[src/rtl/seg_scan_capture.sv]
// seg_scan_capture: samples a multiplexed seven-segment bus and rebuilds
// DIGITS hex nibbles per frame, delivered through a valid/ready handshake.
module seg_scan_capture #(
    parameter int DIGITS = 4,
    parameter int SETTLE = 8
) (
    input  logic                  clk,
    input  logic                  rst_n,
    input  logic [DIGITS-1:0]     dig_sel,
    input  logic [6:0]            seg,
    output logic [4*DIGITS-1:0]   hex_out,
    output logic [DIGITS-1:0]     blank_out,
    output logic                  frame_valid,
    input  logic                  frame_ready,
    output logic                  pattern_err,
    output logic                  overrun
);
    localparam int W  = DIGITS + 7;
    localparam int CW = $clog2(SETTLE + 1);
    localparam int IW = DIGITS > 1 ? $clog2(DIGITS) : 1;
    localparam logic [CW-1:0] CMAX = CW'(SETTLE);
    localparam logic [CW-1:0] CSTB = CW'(SETTLE - 1);

    typedef enum logic {SETTLING, SAMPLED} state_t;
    state_t state, state_nx;

    logic [W-1:0]        sync0, s;
    logic [CW-1:0]       cnt;
    logic                chg, strobe, onehot, legal, blank, wr, bad, complete, load;
    logic [3:0]          nib;
    logic [IW-1:0]       idx;
    logic [4*DIGITS-1:0] stg_hex;
    logic [DIGITS-1:0]   stg_blank, seen;

    // chg looks one flop ahead so the counter restarts on the edge S changes
    assign chg      = sync0 != s;
    assign strobe   = state == SETTLING && !chg && cnt == CSTB;
    assign onehot   = $onehot(s[W-1:7]);
    assign wr       = strobe && onehot && legal;
    assign bad      = strobe && onehot && !legal;
    assign complete = &seen;
    assign load     = complete && (!frame_valid || frame_ready);

    always_comb begin
        legal = 1'b1;
        blank = 1'b0;
        nib   = 4'h0;
        case (s[6:0])
            7'h3F: nib = 4'h0;
            7'h06: nib = 4'h1;
            7'h5B: nib = 4'h2;
            7'h4F: nib = 4'h3;
            7'h66: nib = 4'h4;
            7'h6D: nib = 4'h5;
            7'h7D: nib = 4'h6;
            7'h07: nib = 4'h7;
            7'h7F: nib = 4'h8;
            7'h6F: nib = 4'h9;
            7'h77: nib = 4'hA;
            7'h7C: nib = 4'hB;
            7'h39: nib = 4'hC;
            7'h5E: nib = 4'hD;
            7'h79: nib = 4'hE;
            7'h71: nib = 4'hF;
            7'h00: blank = 1'b1;
            default: legal = 1'b0;
        endcase
    end

    always_comb begin
        idx = '0;
        for (int k = 0; k < DIGITS; k++)
            if (s[7+k]) idx = IW'(k);
    end

    always_comb begin
        state_nx = state;
        if (state == SETTLING && strobe) state_nx = SAMPLED;
        if (state == SAMPLED && chg)     state_nx = SETTLING;
    end

    always_ff @(posedge clk or negedge rst_n)
        if (!rst_n) state <= SETTLING;
        else        state <= state_nx;

    always_ff @(posedge clk or negedge rst_n) begin
        if (!rst_n) begin
            sync0       <= '0;
            s           <= '0;
            cnt         <= '0;
            seen        <= '0;
            stg_hex     <= '0;
            stg_blank   <= '0;
            hex_out     <= '0;
            blank_out   <= '0;
            frame_valid <= 1'b0;
            pattern_err <= 1'b0;
            overrun     <= 1'b0;
        end else begin
            sync0       <= {dig_sel, seg};
            s           <= sync0;
            cnt         <= chg ? '0 : (cnt == CMAX ? cnt : cnt + 1'b1);
            pattern_err <= bad;
            overrun     <= complete && !load;
            if (complete)  seen <= '0;
            else if (wr)   seen[idx] <= 1'b1;
            else if (bad)  seen[idx] <= 1'b0;
            if (wr) begin
                stg_hex[{idx, 2'b00} +: 4] <= nib;
                stg_blank[idx]             <= blank;
            end
            if (load) begin
                hex_out   <= stg_hex;
                blank_out <= stg_blank;
            end
            frame_valid <= load || (frame_valid && !frame_ready);
        end
    end
endmodule

[config.mk]
export PLATFORM = sky130hd
export DESIGN_NAME = seg_scan_capture
export DESIGN_NICKNAME = d
export VERILOG_FILES = /design/src/rtl/seg_scan_capture.sv
export SDC_FILE = /design/constraint.sdc
export NUM_CORES = 1
export LEC_CHECK = 0
export ABC_AREA = 0
export ABC_CLOCK_PERIOD_IN_PS = 3220
export CAP_MARGIN = 5
export CELL_PAD_IN_SITES_DETAIL_PLACEMENT = 0
export CELL_PAD_IN_SITES_GLOBAL_PLACEMENT = 2
export CORE_MARGIN = 2
export CORE_UTILIZATION = 39
export CTS_CLUSTER_SIZE = 24
export DETAILED_ROUTE_END_ITERATION = 12
export PLACE_DENSITY_LB_ADDON = 0.1
export SKIP_CTS_REPAIR_TIMING = 1
export SYNTH_ARGS = -nofsm -noshare
export SYNTH_HDL_FRONTEND = slang
export SYNTH_SLANG_ARGS = --single-unit
export TNS_END_PERCENT = 100
[constraint.sdc]
create_clock -name clk -period 3.22 [get_ports clk]
set_input_delay 0.644 -clock clk [delete_from_list [all_inputs] [get_ports clk]]
set_output_delay 0.644 -clock clk [all_outputs]
set_load 0.02 [all_outputs]
==> reports/qor.csv, run 1 <==
metric,value,unit
Critical Path Source,s[7]$_DFF_PN0_,
final period utilization,88.6,%
first-pass GRT wire length,10900,µm
DR iter-0 viols,102,
CP Max Fanout,12,
CP max stage delay,520,ps
Final #Nets,333,
skew final,7.74,ps
Tmin final,2850,ps
CP cell instances,"inv_1, fa_1, inv_1, ha_1, ha_1, nor2_1, and4b_1, and4_2, o211ai_4, mux2_4",
crit end category,flip-flop,
DR WL/cell,15.3,µm
xor/xnor share of the synthesized area,3.54,%
max-cap violation count,0,
Overflow after GRT,0,
number of routed nets with antenna violations,0,
Hold Startpoint,sync0[5]$_DFF_PN0_,
post-synth top area cell,dfrtp_1,
DIE AREA,0.00966,mm²
CTS Sinks,74,
share of post-route cells with drive strength above 1,21.3,%
post-synthesis compound-gate area fraction,11.0,%
ys flop type,dfrtp_1,
CORE AREA,0.00868,mm²
via count,2104,
Worst slew margin,39.9,%
clk slew on worst S/H paths,70,ps
TritonRoute pass-1 iters,4,
Layout Utilization,47.0,%
final slew viol count,0,
Vias/cell,4.97,
Synth area leaders,"dfrtp_1 (53%), mux2_2 (8.1%), xor2_1 (3.0%)",
"top cells by count, synth","dfrtp_1 (74), mux2_2 (25), inv_1 (16)",
most frequent cell after synthesis,dfrtp_1,
GPL Wtd Cong,0.790,
H-tree Lvls,3,
Mapped Avg Cell Area,12.7,µm²
final hold slack,391,ps
post-synthesis sequential area ratio,53.4,%
#FFs+latches synth,74,
run status,completed,
Port Buffers,36,
Ports,37,
Synth Area in Adders,3.46,%
vias in the first global route,2100,
largest net degree at the start of global routing,75,
Synth Instances,273,
Crit Path Class,reg2reg,
cell row count,34,
final WL,6460,µm
Synth warnings,0,
Horiz. Die Dim,98.3,µm
synthesized area,0.00347,mm²
Yosys top cell area share,53.4,%
Peak Freq,351,MHz
maximum clock insertion buffer count,2,
Worst Setup Start Kind,flip-flop,
initial antenna violation count,0,
Cell Pwr Density,436,mW/mm²
maximum vdd drop,284,µV
ANT cells,0,
"Req. time, crit path",3460,ps
Final setup viols,0,
LEAKAGE,1.84,nW
Worst-Skew Late Latency,350,ps
Simple-Gate Fraction of Synth Area,12.6,%
setup_tns,0,ps
area growth from synthesis to layout,17.6,%
Crit Reg-Reg Startpoint,s[7]$_DFF_PN0_,
post-synthesis async set-or-reset flop share,100,%
drt drc,0,
Root Driver,clkbuf_8,
worst min-delay path class,reg2reg,
CP arrival,3090,ps
Post-Syn Nets,296,
main combinational cell family by area after synthesis,simple AND/OR/NAND/NOR gates,
Fin. Hold Viols,0,
Critical-path top delay cell,fa_1,
post-synthesis mux area share,11.9,%
Die H,98.3,µm
Final HPWL DP,4560,µm
TritonCTS buffer count,9,
Total Routing Usage GR,14.7,%
pin slew with the least headroom to its limit,901,ps
post-synth cell types,55,
RSZ-0062 raised after global routing,false,
starting density of the core,40.0,%
CTS tree,yes,
Post-synth EDFFs,0,
-- area by class of cell --
cell class                 instances  area (µm²)
clock buffer                      10         128
timing repair buffer              37         365
fill                             820        4600
sequential                        74        1850
tap                              108         135
clock inverter                     6        66.3
inverter                          16        60.1
multi-input combinational        172        1470
-- worst max-delay path, delay by kind of cell, from the launching register on --
| kind | cells | cell delay [ps] |
|---|---|---|
| adder cells (fa/ha/maj) | 3 | 960 |
| AND/OR/NAND/NOR | 3 | 790 |
| multiplexers | 1 | 330 |
| AO/OA/AOI/OAI | 1 | 200 |
| buffers and inverters | 2 | 100 |
| flip-flops | 1 | 360 |
-- final timing paths --
check | slack (ps) | cells past startpoint | to
worst min register to register | 390 | 0 | s[5]$_DFF_PN0_
worst max-delay path | 370 | 10 | stg_blank[0]$_DFFE_PN0P_
worst min-delay path | 390 | 0 | s[5]$_DFF_PN0_
min in group asynchronous | 410 | 1 | hex_out[12]$_DFFE_PN0P_
max in group asynchronous | 2210 | 1 | s[1]$_DFF_PN0_
worst max register to register | 370 | 10 | stg_blank[0]$_DFFE_PN0P_
-- registers in the layout (all words and copies together), names as in the netlist --
signal / cells
blank_out: 4
s: 11
state: 1
overrun: 1
cnt: 4
stg_blank: 4
pattern_err: 1
frame_valid: 1
seen: 4
sync0: 11
hex_out: 16
stg_hex: 16
-- cells by family (layout without fill, tap and decap cells) --
family / after synthesis / after routing
adders and majority gates: 9 / 9
xor gates and xnor gates: 14 / 14
muxes: 35 / 35
AOI/OAI and AO/OA: 39 / 39
DFF: 74 / 74
buffers and inverters: 27 / 69
and+or+nand+nor: 75 / 75
-- per-layer routing --
layer  up-vias  wire length, µm  global-route usage, %
met5         -                0                      0
li1       1042                -                      -
met4         0              144                   7.27
met1      1016             3060                   20.0
met2        35             3040                   22.0
met3        11              205                   3.51
-- power breakdown --
| part | internal (W) | switching, W | leakage, nW |
|---|---|---|---|
| Clock | 0.000359 | 0.000347 | 0.0889 |
| Combinational | 0.0000452 | 0.0000597 | 0.771 |
| Sequential | 0.000942 | 0.0000259 | 0.983 |
| Total | 0.00135 | 0.000433 | 1.84 |
-- per-stage QoR --
stage / area, µm² / power, W / std cells / setup WS [ps]
final: 4080 / 0.00178 / 423 / 368
after global routing: 4080 / 0.00187 / 423 / 176
after CTS: 4080 / 0.00181 / 423 / 351
after detailed placement: 3880 / 0.00110 / 407 / 367
after global placement: 3880 / 0.00109 / 407 / 418
after floorplan: 3470 / 0.00105 / 273 / 508
-- cell usage in the layout (no fill, tap or decap), types with 3 or more instances in the layout --
master,instances
a21bo_2,4
a21boi_0,4
a21oi_1,5
a22o_1,4
and3_1,3
clkbuf_8,9
clkdlybuf4s50_1,35
clkinvlp_4,3
dfrtp_1,74
ha_1,8
inv_1,16
mux2_2,25
mux2_4,6
mux2i_1,4
nand2_1,12
nand2b_1,3
nand3_1,9
nand3b_1,3
nor2_1,12
nor2b_1,6
nor3_1,5
o211ai_4,4
o21ai_0,3
o2bb2ai_1,3
xor2_1,12
Note: power is estimated with default switching activity, not from simulation.
==> inputs of run 2 (changes only) <==
Settings changed: ABC_AREA 0 to unset.
==> results of run 2 <==
Same layout as run 1: the final DEF is identical, and so are final timing and power.
